--- src/rtl/pipelined_reduce_gate_pkg.sv ---
// rtl/pipelined_reduce_gate_pkg.sv - op codes, mode width and gate helper functions
package basic_gates_pkg;

    localparam logic [1:0] OP_AND = 2'b00;
    localparam logic [1:0] OP_OR  = 2'b01;
    localparam logic [1:0] OP_XOR = 2'b10;
    localparam logic [1:0] OP_RSV = 2'b11;
    localparam int         MODE_W = 3;

    // Padding bit that leaves the reduction unchanged for the given op
    function automatic logic op_identity(input logic [1:0] op);
        return (op == OP_AND);
    endfunction

    function automatic logic op_apply(input logic [1:0] op, input logic a, input logic b);
        case (op)
            OP_AND:  return a & b;
            OP_OR:   return a | b;
            default: return a ^ b;
        endcase
    endfunction

endpackage

--- src/rtl/pipelined_reduce_gate_if.sv ---
// rtl/pipelined_reduce_gate_if.sv - input/output handshake and counter bundle
interface pipelined_reduce_gate_if #(
    parameter int WIDTH = 8,
    parameter int CNT_W = 16
);
    import basic_gates_pkg::*;

    logic                in_valid;
    logic                in_ready;
    logic [WIDTH-1:0]    in_data;
    logic [MODE_W-1:0]   in_mode;
    logic                out_valid;
    logic                out_ready;
    logic                out_data;
    logic                out_err;
    logic [CNT_W-1:0]    out_count;
    logic                cnt_clr;

    modport slave (
        input  in_valid, in_data, in_mode, out_ready, cnt_clr,
        output in_ready, out_valid, out_data, out_err, out_count
    );

    modport master (
        output in_valid, in_data, in_mode, out_ready, cnt_clr,
        input  in_ready, out_valid, out_data, out_err, out_count
    );

endinterface

--- src/rtl/pipelined_reduce_gate_reduce_stage.sv ---
// rtl/pipelined_reduce_gate_reduce_stage.sv - one tree level: pairwise op plus enabled register
module reduce_stage
    import basic_gates_pkg::*;
#(
    parameter  int IN_W  = 8,
    localparam int OUT_W = (IN_W + 1) / 2
) (
    input  logic              clk,
    input  logic              reset,
    input  logic              en,
    input  logic              in_valid,
    input  logic [IN_W-1:0]   in_data,
    input  logic [MODE_W-1:0] in_mode,
    input  logic              in_err,
    output logic              out_valid,
    output logic [OUT_W-1:0]  out_data,
    output logic [MODE_W-1:0] out_mode,
    output logic              out_err
);

    logic [2*OUT_W-1:0] padded;
    logic [OUT_W-1:0]   level;

    // An odd leaf is paired with the op identity, i.e. passed through unchanged
    always_comb begin
        padded            = {(2*OUT_W){op_identity(in_mode[1:0])}};
        padded[IN_W-1:0]  = in_data;
        for (int i = 0; i < OUT_W; i++) begin
            level[i] = op_apply(in_mode[1:0], padded[2*i], padded[2*i+1]);
        end
    end

    always_ff @(posedge clk or posedge reset) begin
        if (reset) begin
            out_valid <= 1'b0;
            out_data  <= '0;
            out_mode  <= '0;
            out_err   <= 1'b0;
        end else if (en) begin
            out_valid <= in_valid;
            out_data  <= level;
            out_mode  <= in_mode;
            out_err   <= in_err;
        end
    end

endmodule

--- src/rtl/pipelined_reduce_gate.sv ---
// rtl/pipelined_reduce_gate.sv - pipelined AND/OR/XOR reduction with optional inversion and result counter
module pipelined_reduce_gate
    import basic_gates_pkg::*;
#(
    parameter int WIDTH = 8,
    parameter int CNT_W = 16
) (
    input  logic                   clk,
    input  logic                   reset,
    pipelined_reduce_gate_if.slave bus
);

    localparam int LEVELS = $clog2(WIDTH);

    function automatic int lvl_w(input int k);
        return (WIDTH + (1 << k) - 1) >> k;
    endfunction

    function automatic int lvl_off(input int k);
        int off = 0;
        for (int i = 0; i < k; i++) off += lvl_w(i);
        return off;
    endfunction

    localparam int TOT = lvl_off(LEVELS + 1);

    // All tree levels packed back to back; level k occupies lvl_w(k) bits at lvl_off(k)
    logic [TOT-1:0]                 data_bus;
    logic [LEVELS:0]                vld;
    logic [LEVELS:0]                err;
    logic [LEVELS:0][MODE_W-1:0]    mode;
    logic                           en;

    assign en           = !bus.out_valid || bus.out_ready;
    assign bus.in_ready = en;

    assign data_bus[WIDTH-1:0] = bus.in_data;
    assign vld[0]              = bus.in_valid;
    assign mode[0]             = bus.in_mode;
    assign err[0]              = (bus.in_mode[1:0] == OP_RSV);

    for (genvar k = 0; k < LEVELS; k++) begin : g_lvl
        reduce_stage #(.IN_W(lvl_w(k))) u_stage (
            .clk       (clk),
            .reset     (reset),
            .en        (en),
            .in_valid  (vld[k]),
            .in_data   (data_bus[lvl_off(k) +: lvl_w(k)]),
            .in_mode   (mode[k]),
            .in_err    (err[k]),
            .out_valid (vld[k+1]),
            .out_data  (data_bus[lvl_off(k+1) +: lvl_w(k+1)]),
            .out_mode  (mode[k+1]),
            .out_err   (err[k+1])
        );
    end

    assign bus.out_valid = vld[LEVELS];
    assign bus.out_err   = err[LEVELS];
    assign bus.out_data  = (mode[LEVELS][1:0] == OP_RSV) ? 1'b0
                                                          : (data_bus[TOT-1] ^ mode[LEVELS][2]);

    always_ff @(posedge clk or posedge reset) begin
        if (reset) begin
            bus.out_count <= '0;
        end else if (bus.cnt_clr) begin
            bus.out_count <= '0;
        end else if (bus.out_valid && bus.out_ready && (bus.out_count != '1)) begin
            bus.out_count <= bus.out_count + CNT_W'(1);
        end
    end

endmodule

--- src/flat_wrapper.sv ---
// flat-port wrapper written by rule: the top's interface ports become plain ports
module pipelined_reduce_gate_flat import basic_gates_pkg::*;
#(
    parameter int WIDTH = 8,
    parameter int CNT_W = 16
)
  (clk, reset, bus_in_valid, bus_in_data, bus_in_mode, bus_out_ready, bus_cnt_clr, bus_in_ready, bus_out_valid, bus_out_data, bus_out_err, bus_out_count);
  pipelined_reduce_gate_if #(.WIDTH(WIDTH), .CNT_W(CNT_W)) bus_i ();
  input  logic clk;
  input  logic reset;
  input wire logic [$bits(bus_i.in_valid)-1:0] bus_in_valid;
  input wire logic [$bits(bus_i.in_data)-1:0] bus_in_data;
  input wire logic [$bits(bus_i.in_mode)-1:0] bus_in_mode;
  input wire logic [$bits(bus_i.out_ready)-1:0] bus_out_ready;
  input wire logic [$bits(bus_i.cnt_clr)-1:0] bus_cnt_clr;
  output wire logic [$bits(bus_i.in_ready)-1:0] bus_in_ready;
  output wire logic [$bits(bus_i.out_valid)-1:0] bus_out_valid;
  output wire logic [$bits(bus_i.out_data)-1:0] bus_out_data;
  output wire logic [$bits(bus_i.out_err)-1:0] bus_out_err;
  output wire logic [$bits(bus_i.out_count)-1:0] bus_out_count;
  assign bus_i.in_valid = bus_in_valid;
  assign bus_i.in_data = bus_in_data;
  assign bus_i.in_mode = bus_in_mode;
  assign bus_i.out_ready = bus_out_ready;
  assign bus_i.cnt_clr = bus_cnt_clr;
  assign bus_in_ready = bus_i.in_ready;
  assign bus_out_valid = bus_i.out_valid;
  assign bus_out_data = bus_i.out_data;
  assign bus_out_err = bus_i.out_err;
  assign bus_out_count = bus_i.out_count;
  pipelined_reduce_gate #(.WIDTH(WIDTH), .CNT_W(CNT_W)) u_core (.clk(clk), .reset(reset), .bus(bus_i));
endmodule
--- config.mk ---
export PLATFORM = sky130hd
export DESIGN_NAME = pipelined_reduce_gate_flat
export DESIGN_NICKNAME = d
export VERILOG_FILES = /design/src/rtl/pipelined_reduce_gate_pkg.sv /design/src/rtl/pipelined_reduce_gate_if.sv /design/src/rtl/pipelined_reduce_gate_reduce_stage.sv /design/src/rtl/pipelined_reduce_gate.sv /design/src/flat_wrapper.sv
export SDC_FILE = /design/constraint.sdc
export NUM_CORES = 1
export LEC_CHECK = 0
export BUFFER_PORTS_ARGS = -buffer_cell sky130_fd_sc_hd__buf_4
export CORE_MARGIN = 4
export CORE_UTILIZATION = 50
export DETAILED_ROUTE_END_ITERATION = 6
export PLACE_DENSITY_LB_ADDON = 0.25
export SKIP_CTS_REPAIR_TIMING = 1
export SYNTH_ARGS = -nofsm -noshare
export SYNTH_HDL_FRONTEND = slang
export SYNTH_SLANG_ARGS = --single-unit
--- constraint.sdc ---
create_clock -name clk -period 2.8 [get_ports clk]
set_clock_uncertainty 0.15 [all_clocks]
set_input_delay 0.28 -clock clk [delete_from_list [all_inputs] [get_ports clk]]
set_output_delay 0.28 -clock clk [all_outputs]
set_load 0.005 [all_outputs]
Word level (Yosys, flattened, before mapping)
Cells that the tools add are included.
{"block": "word_totals", "regBits": 38, "output_inout_bits": 20, "word_cells": 60}
{"block": "classes", "addsub": 1, "eq_ne": 6, "n_mux": 10, "n_bitwise": 22, "reduce_logical": 8}
{"op": "two-way mux 16 bit", "n": 2}
{"op": "adder 16 x 1 -> 16 bit, second input constant", "n": 1}
{"op": "!= test 16 bit, second input constant", "n": 1}
{"op": "case mux 1 bit (2 select lines)", "n": 7}
{"op": "bitwise XOR 1 bit", "n": 8}
{"op": "AND 1 bit", "n": 7}
{"op": "bitwise OR 1 bit", "n": 7}
{"op": "equality test 2 x 1 -> 1 bit, second input constant", "n": 3}
{"op": "zero test 2 bit", "n": 3}
{"op": "equality test 2 bit, second input constant", "n": 2}
{"op": "logical AND 1 bit", "n": 2}
{"op": "nonzero test 2 bit", "n": 1}
{"op": "zero test 1 bit", "n": 1}
{"op": "logical OR 1 bit", "n": 1}
{"op": "two-way mux 1 bit", "n": 1}

Depth between registers and ports, before layout
Gate-level depths: netlist of the first run.
{"block": "depth", "word_depth": 4, "depth_mapped": 7}

Hierarchy
From an unflattened synthesis of the first run, not the netlist that was laid out.
{"block": "hier_totals", "cells_unflattened": 215, "area_unflattened_um2": 2148.3}
{"mod": "pipelined_reduce_gate", "instances": 1, "cells_each": 106, "area_each_um2": 964.7, "seq_area_each_um2": 400.4}
{"mod": "reduce_stage at u_core.g_lvl[0].u_stage", "instances": 1, "cells_each": 54, "area_each_um2": 545.5, "seq_area_each_um2": 225.2}
{"mod": "reduce_stage at u_core.g_lvl[1].u_stage", "instances": 1, "cells_each": 33, "area_each_um2": 364.1, "seq_area_each_um2": 175.2}
{"mod": "reduce_stage at u_core.g_lvl[2].u_stage", "instances": 1, "cells_each": 22, "area_each_um2": 274.0, "seq_area_each_um2": 150.1}

Least setup slack after synthesis of the first run
Ideal clock, no wire load.
{"block": "synth_timing", "kind": "flip-flop to flip-flop", "start": "register u_core.bus.out_count[0]", "end": "register u_core.bus.out_count[2]", "arrival_ns": 1.786, "setup_slack_ns": 0.739, "stages_incl_launch_ff": 6, "synth_period_minus_slack_ns": 2.061, "cell_sequence": "dfrtp_1 ha_1 nand3_1 or4_2 nand3_1 mux2_2"}
{"block": "synth_between", "elab_chain_len": 3, "elab_cells_between_ends": 6}
{"element": "start: declaration", "line_no": "pipelined_reduce_gate_if.sv:21", "text": "output in_ready, out_valid, out_data, out_err, out_count"}
{"element": "start signal: assignment", "line_no": "pipelined_reduce_gate.sv:69", "text": "bus.out_count <= bus.out_count + CNT_W'(1);"}
{"element": "adder 16 x 1 -> 16 bit or != test 16 bit (tied branches)", "line_no": "pipelined_reduce_gate.sv:69, pipelined_reduce_gate.sv:68"}
{"element": "two-way mux 16 bit or logical AND 1 bit (tied branches)", "line_no": "pipelined_reduce_gate.sv:68", "text": "end else if (bus.out_valid && bus.out_ready && (bus.out_count != '1)) begin"}
{"element": "two-way mux 16 bit or nonzero test 2 bit (tied branches)"}
Several ways; a longest one is shown, not always the timed one. The select of a mux whose other input is x is not followed.
A chain may end at the register's enable or synchronous reset.

Worst setup path after layout of the first run
Same ends and word-level chain as after synthesis.

==> results of run 1 <==
==> layout by cell type (no fill, tap or decap) <==
| cell | synthesis | routed |
|---|---|---|
| o41ai_1 | 1 | 1 |
| or4_1 | 8 | 8 |
| nand3_1 | 8 | 8 |
| ha_1 | 15 | 15 |
| or4_4 | 1 | 1 |
| inv_1 | 18 | 18 |
| a21oi_1 | 25 | 25 |
| and4_2 | 1 | 1 |
| a211oi_1 | 5 | 5 |
| dfrtp_1 | 38 | 38 |
| o21ai_0 | 8 | 8 |
| or3_1 | 2 | 2 |
| nand4_1 | 6 | 6 |
| nand2_1 | 8 | 8 |
| clkbuf_1 | 6 | 2 |
| nor4_2 | 0 | 1 |
| mux2_2 | 15 | 15 |
| nand2b_1 | 4 | 4 |
| mux2i_1 | 2 | 2 |
| or4_2 | 2 | 2 |
| clkbuf_8 | 0 | 5 |
| or4b_1 | 1 | 1 |
| nor2_1 | 13 | 13 |
| o211ai_1 | 2 | 2 |
| nand4_2 | 1 | 1 |
| and3_1 | 1 | 1 |
| or2_2 | 2 | 2 |
| buf_4 | 0 | 40 |
| nor4_1 | 2 | 1 |
| o31ai_1 | 9 | 9 |
| nor2b_1 | 2 | 2 |
| and2_1 | 1 | 1 |
==> worst max-delay path, stage by stage (launching register included) <==
cell	delay, ns
dfrtp_1	0.41
ha_1	0.23
nand3_1	0.15
or4_2	0.72
nand3_1	0.12
mux2_2	0.33
==> how the worst max path moves through the flow <==
stage / startpoint / end / slack, ns / cells after the start
after floorplan: u_core.bus.out_count[0] / u_core.bus.out_count[2] / 0.74 / 5
after global placement: u_core.bus.out_count[0] / u_core.bus.out_count[2] / 0.67 / 5
after detailed placement: u_core.bus.out_count[0] / u_core.bus.out_count[2] / 0.62 / 5
after CTS: u_core.bus.out_count[0] / u_core.bus.out_count[2] / 0.61 / 5
after global routing: u_core.bus.out_count[1] / u_core.bus.out_count[2] / 0.51 / 5
final: u_core.bus.out_count[0] / u_core.bus.out_count[2] / 0.59 / 5
==> layer usage <==
layer  vias up  track usage [%]  part of all wire, %  wire [um]
met1       783            21.85                   44       1818
met4         0            8.197                 0.66         27
met2        58            28.16                   48       1963
li1        837                -                    -          -
met5         -                0                    0          0
met3         2            2.617                  7.3        298
==> final cells by class <==
| class | instances | area share (%) |
|---|---|---|
| inverter | 18 | 2.703 |
| multi-input combinational | 145 | 41.69 |
| timing repair buffer | 40 | 12.01 |
| tap | 50 | 2.503 |
| clock buffer | 7 | 3.053 |
| sequential | 38 | 38.04 |
==> Yosys cell counts, types with 3 or more instances <==
master and number:
dfrtp_1 38, a21oi_1 25, inv_1 18, ha_1 15, mux2_2 15, nor2_1 13
o31ai_1 9, nand2_1 8, nand3_1 8, o21ai_0 8, or4_1 8, clkbuf_1 6
nand4_1 6, a211oi_1 5, nand2b_1 4, buf_1 3
==> through the flow <==
| stage | hold WS, ns | power (mW) | instance area (sq um) | setup WS (ns) |
|---|---|---|---|---|
| global route | 0.01178 | 1.534 | 2500 | 0.5066 |
| global placement | 0.2784 | 1.083 | 2424 | 0.6735 |
| CTS | -0.03495 | 1.450 | 2500 | 0.6088 |
| detailed placement | 0.2825 | 1.097 | 2424 | 0.6232 |
| floorplan | 0.2805 | 0.9653 | 2105 | 0.7392 |
| finish | -0.04481 | 1.428 | 2500 | 0.5907 |
==> sequential cells by signal, indices dropped and copies added, names as in the netlist <==
register,count
u_core.bus.out_count,16
u_core.g_lvl.u_stage.out_mode,9
u_core.g_lvl.u_stage.out_data,7
u_core.g_lvl.u_stage.out_err,3
u_core.g_lvl.u_stage.out_valid,3
==> cell families after synthesis <==
family	synth area share (%)
simple gates	17.36
compound gates	13.97
flops	45.18
buf+inv	5.588
mux	8.977
fa+ha+maj	8.918
==> power groups by stage <==
stage	combinational [mW]	clock, mW	sequential [mW]
finish	0.352	0.345	0.730
CTS	0.358	0.360	0.732
global route	0.407	0.379	0.748
global placement	0.346	0	0.737
detailed placement	0.356	0	0.741
floorplan	0.244	0	0.722
==> impl_summary.log, run 1 <==
INFO  metric status = complete, but fails checks
INFO  metric violations = hold timing
INFO  metric via_count = 1680
INFO  metric place.detailed.hpwl = 2905 um
INFO  metric p_seq_share = 51.1%
INFO  metric io_pins = 36
INFO  metric mappedNetlistNets = 243
INFO  metric crit_path_start_kind = register
INFO  metric synth_top_cell_area_share = 45.18%
INFO  metric worst-r2r-setup-slack = 0.59 ns
INFO  metric synth-seq-area-share = 45.18%
INFO  metric r2r-end = u_core.bus.out_count[2]
INFO  metric grt_setup_unrepaired = no
INFO  metric vdd.ir_drop.worst = 0.0003907 V
INFO  metric finalWorstPathRequiredPeriod = 2.209 ns
INFO  metric clock_tree.htree_level_count = 2
INFO  metric detail_route.wirelength = 4108 um
INFO  metric antenna_left = 0
INFO  metric die-area = 5311 sq um
INFO  metric initial_utilization = 52.24%
INFO  metric nets = 279
INFO  metric ys_async_sr_fraction = 100.0%
INFO  metric power_frac_clock = 24.2%
INFO  metric synth_cells = 212
INFO  metric final_core_util = 62.05%
INFO  metric max_freq = 0.4526 GHz
INFO  metric max-cap-violations = 0
INFO  metric p_leak = 1.153 nW
INFO  metric drc = 0
INFO  metric relSlewSlack = 35.90%
INFO  metric post_route_insts_no_fill = 298
INFO  metric r2r-start = u_core.bus.out_count[0]
INFO  metric cts_tree = built
INFO  metric timing.hold.worst.class = input port to asynchronous set/reset pin
INFO  metric vias_in_the_first_global_route = 1606
INFO  metric setup_viol_count_final = 0
INFO  metric ys_top_cells_by_area = dfrtp_1 (45%), ha_1 (8.9%), mux2_2 (8.0%)
INFO  metric worst_pin_slew = 0.9615 ns
INFO  metric netlist_area = 2105 sq um
INFO  metric syn_area_per_cell = 9.927 sq um
INFO  metric postSynth.topFlopCell = dfrtp_1
INFO  metric post_route_cells_drive_above_1_share = 27.42%
INFO  metric drv_slew = 0
INFO  metric final.setup.tns = 0 ns
INFO  metric synth_enable_flop_cells = 0
INFO  metric cts_num_sinks = 38
INFO  metric number_of_distinct_library_cell_variants_in_the_gate_level_netlist_after_synthesis = 32
INFO  metric numCtsBuffers = 5
INFO  metric timing_hold_violations_final = 38
INFO  metric worst_setup_hold_path_clk_slew = 0.07 ns
INFO  metric layout-area-overhead-vs-synth = 18.79%
INFO  metric worstRegToRegCells = 5
INFO  metric gr-usage-all-layers = 17.05%
INFO  metric fillers = 365
INFO  metric clk-insertion-delay-late = 0.29 ns
INFO  metric first_iter_violations = 106
INFO  metric chipWidth = 72.88 um
INFO  metric antenna_cells_inserted = 0
INFO  metric footprint_of_the_multi_input_gates = 1042 sq um
INFO  metric finalCritPeriodShare = 78.90%
INFO  metric critical_path.max_fanout = 6
INFO  metric critical_path.endpoint_type = register
INFO  metric pwr_cell_area = 571.3 nW/um^2
INFO  metric final.hold.worst_slack = -0.04481 ns
INFO  metric drt_first_pass_iters = 4
INFO  metric seqCellArea = 950.9 sq um
INFO  metric post-place-cells = 291
INFO  metric routed_wirelength_normalized_by_instance_count = 13.79 um
INFO  metric die_outline_height = 72.88 um
INFO  metric required_time_of_the_critical_path = 2.83 ns
INFO  metric antenna_violations_before_repair = 0
INFO  metric yosysWarningCount = 0
INFO  metric power.switching_fraction = 29.24%
INFO  metric cts.root.buffer_cell = clkbuf_8
INFO  metric timing.critical_path.arrival = 2.24 ns
INFO  metric power.switching = 0.4176 mW
INFO  metric std_cell_rows = 23
INFO  metric maximum_buffer_depth_of_the_clock_tree = 2
INFO  metric routed_via_density = 5.638
INFO  metric quantity_of_i_o_buffers_inserted_on_ports = 35
INFO  metric core = 4029 sq um
INFO  metric gr-total-overflow = 0
INFO  metric comb_power_share = 24.7%
INFO  metric gpl.final_weighted_congestion = 0.8555
INFO  metric power.internal = 1.010 mW
INFO  metric grt_start_max_net_pins = 39
INFO  metric path_class = register to register
INFO  metric grt_pass1_wl = 7148 um
INFO  metric ys_seq_elements = 38
INFO  metric synthDominantAreaCellType = dfrtp_1
No activity file was read; power rests on OpenSTA's default activity.
==> inputs of run 2 (changes only) <==
==> constraint.sdc (replaced) <==
create_clock -name clk -period 2.15 [get_ports clk]
set_clock_uncertainty 0.15 [all_clocks]
set_input_delay 0.215 -clock clk [delete_from_list [all_inputs] [get_ports clk]]
set_output_delay 0.215 -clock clk [all_outputs]
set_load 0.005 [all_outputs]
==> run 2 against run 1 <==
  * The flow now finishes without violations
  * Cell area is 2.9% higher
  * Critical path depth shrank 1
  * Critical endpoint is now u_core.bus.out_count[13]
  * Routed wire length rose by 3.9%
  * Count of clock-buffer cells in the layout unchanged
  * Sequential cell count unchanged
  * Clock power is 44% higher
  * Sequential share of layout area shrank 1.0 points
  * Highest routed layer unchanged
==> impl_summary.log, run 2 (synthesis gave the netlist of run 1 again) <==
INFO  metric detail_route.wirelength = 4267 um (+3.9%)
INFO  metric grt_start_max_net_pins = 39 (unchanged)
INFO  metric antenna_left = 0 (unchanged)
INFO  metric first_iter_violations = 125 (+18%)
INFO  metric timing.hold.worst.class = input port to register
INFO  metric crit_family = simple AND/OR/NAND/NOR gates
INFO  metric max_reg_flops = 16 (unchanged)
INFO  metric timing.critical_path.buf_inv = 0 (unchanged)
INFO  metric grt_setup_unrepaired = no
INFO  metric final.setup.tns = 0 ns (unchanged)
INFO  metric p_leak = 1.192 nW (+3.4%)
INFO  metric core = 4029 sq um (unchanged)
INFO  metric clock_tree.htree_level_count = 2 (unchanged)
INFO  metric r2r-start = u_core.bus.out_count[6]
INFO  metric die_outline_height = 72.88 um (unchanged)
INFO  metric finalWorstPathRequiredPeriod = 2.056 ns (-0.1530 ns)
INFO  metric path_class = register to register
INFO  metric final_core_util = 63.82% (+1.8 points)
INFO  metric hold_depth = 2
INFO  metric cts_tree = built
INFO  metric worst_pin_slew = 0.4715 ns (-0.4900 ns)
INFO  metric cp_cell_sequence = nand4_2, or4_4, or4_1, a21oi_1
INFO  metric drt_first_pass_iters = 4 (unchanged)
INFO  metric initial_utilization = 52.24% (unchanged)
INFO  metric hold_path.startpoint = bus_in_mode[2]
INFO  metric timing.critical_path.depth = 4 (-1)
INFO  metric layout.cells.most_common = buf_4
INFO  metric crit_path_start_kind = register
INFO  metric gpl.final_weighted_congestion = 0.8285 (-3.2%)
INFO  metric clk-insertion-delay-late = 0.29 ns (about the same)
INFO  metric drc = 0 (unchanged)
INFO  metric finalCritPeriodShare = 95.64% (+17 points)
INFO  metric std_cell_rows = 23 (unchanged)
INFO  metric post_route_cells_drive_above_1_share = 29.80% (+2.4 points)
INFO  metric vdd.ir_drop.worst = 0.0003678 V (-5.8%)
INFO  metric io_pins = 36 (unchanged)
INFO  metric slowest_stage = or4_4
INFO  metric max_freq = 0.4863 GHz (+7.4%)
INFO  metric critical_path.max_fanout = 6 (unchanged)
INFO  metric place.detailed.hpwl = 3028 um (+4.3%)
INFO  metric worst-r2r-setup-slack = 0.09 ns (-0.50 ns)
INFO  metric chipWidth = 72.88 um (unchanged)
INFO  metric delay_of_the_slowest_cell_on_the_worst_path = 0.61 ns (-0.11 ns)
INFO  metric antenna_cells_inserted = 0 (unchanged)
INFO  metric critical_path.endpoint_type = register
INFO  metric routed_via_density = 5.705 (+1.2%)
INFO  metric worstRegToRegCells = 4 (-1)
INFO  metric top_regs = u_core.bus.out_count: 16 flops, u_core.g_lvl.u_stage.out_mode: 9 flops, u_core.g_lvl.u_stage.out_data: 7 flops
INFO  metric timing_hold_violations_final = 0 (-100%)
INFO  metric pwr_cell_area = 745.7 nW/um^2 (+31%)
INFO  metric worst_setup_hold_path_clk_slew = 0.07 ns (about the same)
INFO  metric hold_end = u_core.g_lvl[0].u_stage.out_mode[2]
INFO  metric status = complete, no violations
INFO  metric grt_pass1_wl = 7500 um (+4.9%)
INFO  metric max_flop_register = u_core.bus.out_count
INFO  metric nets = 285 (+2.2%)
INFO  metric routed_wirelength_normalized_by_instance_count = 13.99 um (+1.5%)
INFO  metric gr-usage-all-layers = 18.20% (+1.2 points)
INFO  metric setup_viol_count_final = 0 (unchanged)
INFO  metric final_cell_mix = buf_4 (44), dfrtp_1 (37), a21oi_1 (25), inv_1 (18)
INFO  metric r2r-end = u_core.bus.out_count[13]
INFO  metric antenna_violations_before_repair = 0 (unchanged)
INFO  metric via_count = 1740 (+3.6%)
INFO  metric die-area = 5311 sq um (unchanged)
INFO  metric cts_num_sinks = 38 (unchanged)
INFO  metric drv_slew = 0 (unchanged)
INFO  metric maximum_buffer_depth_of_the_clock_tree = 2 (unchanged)
INFO  metric quantity_of_i_o_buffers_inserted_on_ports = 35 (unchanged)
INFO  metric relSlewSlack = 68.57% (+33 points)
INFO  metric vias_in_the_first_global_route = 1680 (+4.6%)
INFO  metric timing.critical_path.arrival = 2.12 ns (-0.12 ns)
INFO  metric max-cap-violations = 0 (unchanged)
INFO  metric layout-area-overhead-vs-synth = 22.18%
INFO  metric required_time_of_the_critical_path = 2.21 ns (-0.62 ns)
INFO  metric cts.root.buffer_cell = clkbuf_8
INFO  metric numCtsBuffers = 5 (unchanged)
INFO  metric gr-total-overflow = 0 (unchanged)
## run 2: cell type report
cell class	count	area [sq um]
Timing Repair Buffer	46	350.3
Fill cell	341	1458
Clock inverter	1	5.005
Multi-Input combinational cell	145	1047
Clock buffer	7	86.33
Inverter	18	67.56
Sequential cell	38	952.2
Tap cell	50	62.56
## run 2: power by group
| part | internal, mW | total [mW] | switching (mW) | leakage (nW) |
|---|---|---|---|---|
| clock | 0.259 | 0.498 | 0.240 | 0.0482 |
| sequential | 0.851 | 0.950 | 0.0993 | 0.480 |
| combinational | 0.247 | 0.469 | 0.222 | 0.664 |
| total | 1.36 | 1.92 | 0.562 | 1.19 |
## run 2: how the worst max path moves through the flow
stage                                          end  slack [ns]                    start
after floorplan            u_core.bus.out_count[2]        0.09  u_core.bus.out_count[0]
after global placement    u_core.bus.out_count[13]        0.14  u_core.bus.out_count[4]
after detailed placement  u_core.bus.out_count[13]        0.08  u_core.bus.out_count[4]
after CTS                 u_core.bus.out_count[13]        0.06  u_core.bus.out_count[4]
after global routing      u_core.bus.out_count[15]        0.02  u_core.bus.out_count[5]
final                     u_core.bus.out_count[13]        0.09  u_core.bus.out_count[6]
## run 2: through the flow
| step | setup WS (ns) | hold slack (ns) | area, sq um | cells | total power, mW |
|---|---|---|---|---|---|
| CTS | 0.06171 | -0.09766 | 2545 | 303 | 1.945 |
| detailed placement | 0.07994 | 0.2153 | 2454 | 295 | 1.437 |
| floorplan | 0.08919 | 0.2167 | 2105 | 212 | 1.257 |
| global route | 0.02068 | 0.01227 | 2571 | 305 | 2.066 |
| global placement | 0.1442 | 0.2138 | 2454 | 295 | 1.410 |
| finish | 0.09370 | 0.01736 | 2571 | 305 | 1.917 |
## run 2: routing by layer
layer  track usage, %  share of wire [%]  vias up  wire (um)
met2            28.96                 47       54       2013
li1                 -                  -      849          -
met4            8.197                2.1        0         89
met3            4.959                6.7        7        285
met1            23.14                 44      830       1879
met5                0                  0        -          0
==> inputs of run 3 (changes only) <==
--- a/config.mk
+++ b/config.mk
@@ -8,9 +8,11 @@
 export BUFFER_PORTS_ARGS = -buffer_cell sky130_fd_sc_hd__buf_4
 export CORE_MARGIN = 4
 export CORE_UTILIZATION = 50
+export CTS_CLUSTER_SIZE = 25
 export DETAILED_ROUTE_END_ITERATION = 6
 export PLACE_DENSITY_LB_ADDON = 0.25
 export SKIP_CTS_REPAIR_TIMING = 1
 export SYNTH_ARGS = -nofsm -noshare
 export SYNTH_HDL_FRONTEND = slang
+export SYNTH_HIERARCHICAL = 1
 export SYNTH_SLANG_ARGS = --single-unit
==> run 3 against run 2 <==
  * Global-route usage shrank 0.88 points
  * Highest routed layer unchanged
  * Critical path type unchanged
  * Synthesized area grew 2.1%
  * Fmax shrank 0.86%
  * Count of clock-buffer cells in the layout shrank 2
  * Sequential power grew 6%
  * Final cell count grew 0.98%
==> impl_summary.log, run 3 <==
INFO  metric chipWidth = 73.55 um (+0.93%)
INFO  metric hold_path.startpoint = bus_in_mode[2]
INFO  metric mappedNetlistNets = 246 (+1.2%)
INFO  metric ys_seq_elements = 38 (unchanged)
INFO  metric clock_tree.htree_level_count = 2 (unchanged)
INFO  metric finalWorstPathRequiredPeriod = 2.074 ns (+0.01780 ns)
INFO  metric drv_slew = 0 (unchanged)
INFO  metric drt_first_pass_iters = 4 (unchanged)
INFO  metric max_flop_register = u_core/bus.out_count
INFO  metric routed_via_density = 5.675 (-0.52%)
INFO  metric timing.critical_path.arrival = 2.14 ns (+0.02 ns)
INFO  metric totalPowerFinal = 2.193 mW (+14%)
INFO  metric gpl.final_weighted_congestion = 0.7994 (-3.5%)
INFO  metric place.detailed.hpwl = 3113 um (+2.8%)
INFO  metric max_reg_flops = 16 (unchanged)
INFO  metric vias_in_the_first_global_route = 1557 (-7.3%)
INFO  metric antenna_left = 0 (unchanged)
INFO  metric postSynth.topFlopCell = dfrtp_1
INFO  metric setup_viol_count_final = 0 (unchanged)
INFO  metric netlist_top_cells_count = dfrtp_1 (38), inv_1 (20), mux2_2 (18)
INFO  metric final.setup.tns = 0 ns (unchanged)
INFO  metric pwr_cell_area = 839.4 nW/um^2 (+13%)
INFO  metric p_leak = 1.197 nW (+0.45%)
INFO  metric relSlewSlack = 58.00% (-11 points)
INFO  metric cts.root.buffer_cell = clkbuf_8
INFO  metric footprint_of_the_multi_input_gates = 1090 sq um (+4.1%)
INFO  metric maximum_buffer_depth_of_the_clock_tree = 2 (unchanged)
INFO  metric worst_setup_hold_path_clk_slew = 0.07 ns (about the same)
INFO  metric worstRegToRegCells = 6 (+2)
INFO  metric std_cell_rows = 23 (unchanged)
INFO  metric die_outline_height = 73.55 um (+0.93%)
INFO  metric max-cap-violations = 0 (unchanged)
INFO  metric antenna_violations_before_repair = 0 (unchanged)
INFO  metric timing_hold_violations_final = 0 (unchanged)
INFO  metric timing.hold.worst.class = input port to register
INFO  metric status = complete, no violations
INFO  metric required_time_of_the_critical_path = 2.22 ns (about the same)
INFO  metric antenna_cells_inserted = 0 (unchanged)
INFO  metric vdd.ir_drop.worst = 0.0003345 V (-9.0%)
INFO  metric io_pins = 36 (unchanged)
INFO  metric grt_start_max_net_pins = 33 (-15%)
INFO  metric nets = 288 (+1.1%)
INFO  metric synth-seq-area-share = 44.26% (-0.92 points)
INFO  metric gr-total-overflow = 0 (unchanged)
INFO  metric r2r-end = u_core/bus.out_count[4]
INFO  metric critical_path.endpoint_type = register
INFO  metric core = 4086 sq um (+1.4%)
INFO  metric max_freq = 0.4821 GHz (-0.86%)
INFO  metric hold_depth = 2 (unchanged)
INFO  metric ys_async_sr_fraction = 100.0% (unchanged)
INFO  metric yosysMostFrequentCell = dfrtp_1
INFO  metric drc = 0 (unchanged)
INFO  metric die-area = 5410 sq um (+1.9%)
INFO  metric ys_top_cells_by_area = dfrtp_1 (44%), mux2_2 (9.4%), ha_1 (8.7%)
INFO  metric finalCritPeriodShare = 96.47% (+0.83 points)
INFO  metric post_route_cells_drive_above_1_share = 29.84% (+0.041 points)
INFO  metric hold_end = u_core/g_lvl[0].u_stage/out_mode[2]
INFO  metric syn_area_per_cell = 9.992 sq um (+0.66%)
INFO  metric slowest_stage = or4_1
INFO  metric cts_tree = built
INFO  metric gr-usage-all-layers = 17.33% (-0.88 points)
INFO  metric seqCellArea = 950.9 sq um (-0.13%)
INFO  metric layout-area-overhead-vs-synth = 21.61%
INFO  metric crit_path_start_kind = register
INFO  metric path_class = register to register
INFO  metric fillers = 347 (+1.8%)
INFO  metric cp_cell_sequence = ha_2, and4_1, nor4b_2, buf_4, or4_1, a21oi_1
INFO  metric final_cell_mix = buf_4 (42), dfrtp_1 (38), inv_1 (20), mux2_2 (18)
INFO  metric clk-insertion-delay-late = 0.29 ns (about the same)
INFO  metric critical_path.max_fanout = 7 (+1)
INFO  metric first_iter_violations = 90 (-28%)
INFO  metric yosysWarningCount = 6 (+6)
INFO  metric synth_enable_flop_cells = 0 (unchanged)
INFO  metric cts_num_sinks = 38 (unchanged)
INFO  metric synthDominantAreaCellType = dfrtp_1
INFO  metric r2r-start = u_core/bus.out_count[0]
INFO  metric delay_of_the_slowest_cell_on_the_worst_path = 0.53 ns (-0.08 ns)
INFO  metric grt_pass1_wl = 7279 um (-2.9%)
INFO  metric grt_setup_unrepaired = no
INFO  metric top_regs = u_core/bus.out_count: 16 flops, u_core/g_lvl.u_stage/out_mode: 9 flops, u_core/g_lvl.u_stage/out_data: 7 flops
INFO  metric worst_pin_slew = 0.6294 ns (+0.1579 ns)
INFO  metric numCtsBuffers = 5 (unchanged)
INFO  metric routed_wirelength_normalized_by_instance_count = 13.92 um (-0.49%)
INFO  metric initial_utilization = 52.57% (+0.34 points)
INFO  metric layout.cells.most_common = buf_4
INFO  metric synth_cells = 215 (+1.4%)
INFO  metric synth_top_cell_area_share = 44.26% (-0.92 points)
INFO  metric quantity_of_i_o_buffers_inserted_on_ports = 35 (unchanged)
INFO  metric detail_route.wirelength = 4288 um (+0.49%)
INFO  metric worst-r2r-setup-slack = 0.08 ns (-0.02 ns)
INFO  metric number_of_distinct_library_cell_variants_in_the_gate_level_netlist_after_synthesis = 34 (+6.3%)
INFO  metric netlist_area = 2148 sq um (+2.1%)
INFO  metric via_count = 1748 (+0.46%)
-- run 3: cell types whose count changed after synthesis, moves of 3 or more --
cell and delta:
mux2_2 +3, o21ai_0 +5, and4_1 +3, a21oi_1 -11, nand2_1 +7, a211oi_1 -5, a31oi_1 +7, nor2_1 -5
clkbuf_1 -5, nor2b_1 +5
-- run 3: how the worst max path moves through the flow --
| stage | endpoint | from | slack [ns] | depth (start not counted) |
|---|---|---|---|---|
| after detailed placement | u_core/bus.out_count[4] | u_core/bus.out_count[0] | 0.09 | 6 |
| after global placement | u_core/bus.out_count[13] | u_core/bus.out_count[0] | 0.16 | 6 |
| final | u_core/bus.out_count[4] | u_core/bus.out_count[0] | 0.08 | 6 |
| after CTS | u_core/bus.out_count[4] | u_core/bus.out_count[0] | 0.06 | 6 |
| after floorplan | u_core/bus.out_count[10] | u_core/bus.out_count[0] | 0.21 | 5 |
| after global routing | u_core/bus.out_count[4] | u_core/bus.out_count[0] | 0.005 | 6 |
-- run 3: final cells by class --
| class | count | area share (%) |
|---|---|---|
| Multi-Input combinational cell | 149 | 41.71 |
| Sequential cell | 38 | 36.40 |
| Timing Repair Buffer | 43 | 12.45 |
| Inverter | 20 | 2.874 |
| Clock buffer | 5 | 2.634 |
| Tap cell | 50 | 2.395 |
| Clock inverter | 3 | 1.533 |
-- run 3: kinds of logic after synthesis --
group	after synthesis	share of synthesized area [%]
AO/OA/AOI/OAI	47	12.93
multiplexers	18	9.435
flip-flops	38	44.26
buffers and inverters	28	5.823
adder cells (fa/ha/maj)	15	8.736
AND/OR/NAND/NOR	69	18.81
-- run 3: stage by stage --
stage / cell area (sq um) / setup WS, ns / utilization [%] / hold slack (ns) / cells
2_1_floorplan: 2148 / 0.2083 / - / -0.1440 / 215
3_3_place_gp: 2476 / 0.1555 / 60.59 / 0.02295 / 299
3_5_place_dp: 2476 / 0.08602 / 60.59 / 0.02739 / 299
4_1_cts: 2585 / 0.05897 / 63.26 / -0.2917 / 307
5_1_grt: 2613 / 0.004628 / 63.93 / 0.001763 / 308
6_report: 2613 / 0.07590 / 63.93 / 0.004450 / 308
-- run 3: power by group --
| group | total, mW | internal, mW | leakage (nW) | switching [mW] |
|---|---|---|---|---|
| logic | 0.595 | 0.329 | 0.654 | 0.266 |
| clock network | 0.593 | 0.341 | 0.0579 | 0.252 |
| registers | 1.01 | 0.882 | 0.485 | 0.124 |
-- run 3: per-layer routing --
metal,track usage (%),vias up,routed length [um],part of all wire (%)
met5,0,-,0,0
met4,5.433,0,62,1.4
met3,4.104,6,274,6.4
met2,27.46,53,1982,46
met1,23.45,832,1969,46
li1,-,857,-,-
-- run 3: critical path: cells and delay by family, from the launching register on --
kind,cells,cell delay [ns]
AOI/OAI and AO/OA,1,0.15
adders and majority gates,1,0.20
buffers and inverters,1,0.16
DFF,1,0.39
and+or+nand+nor,3,0.95
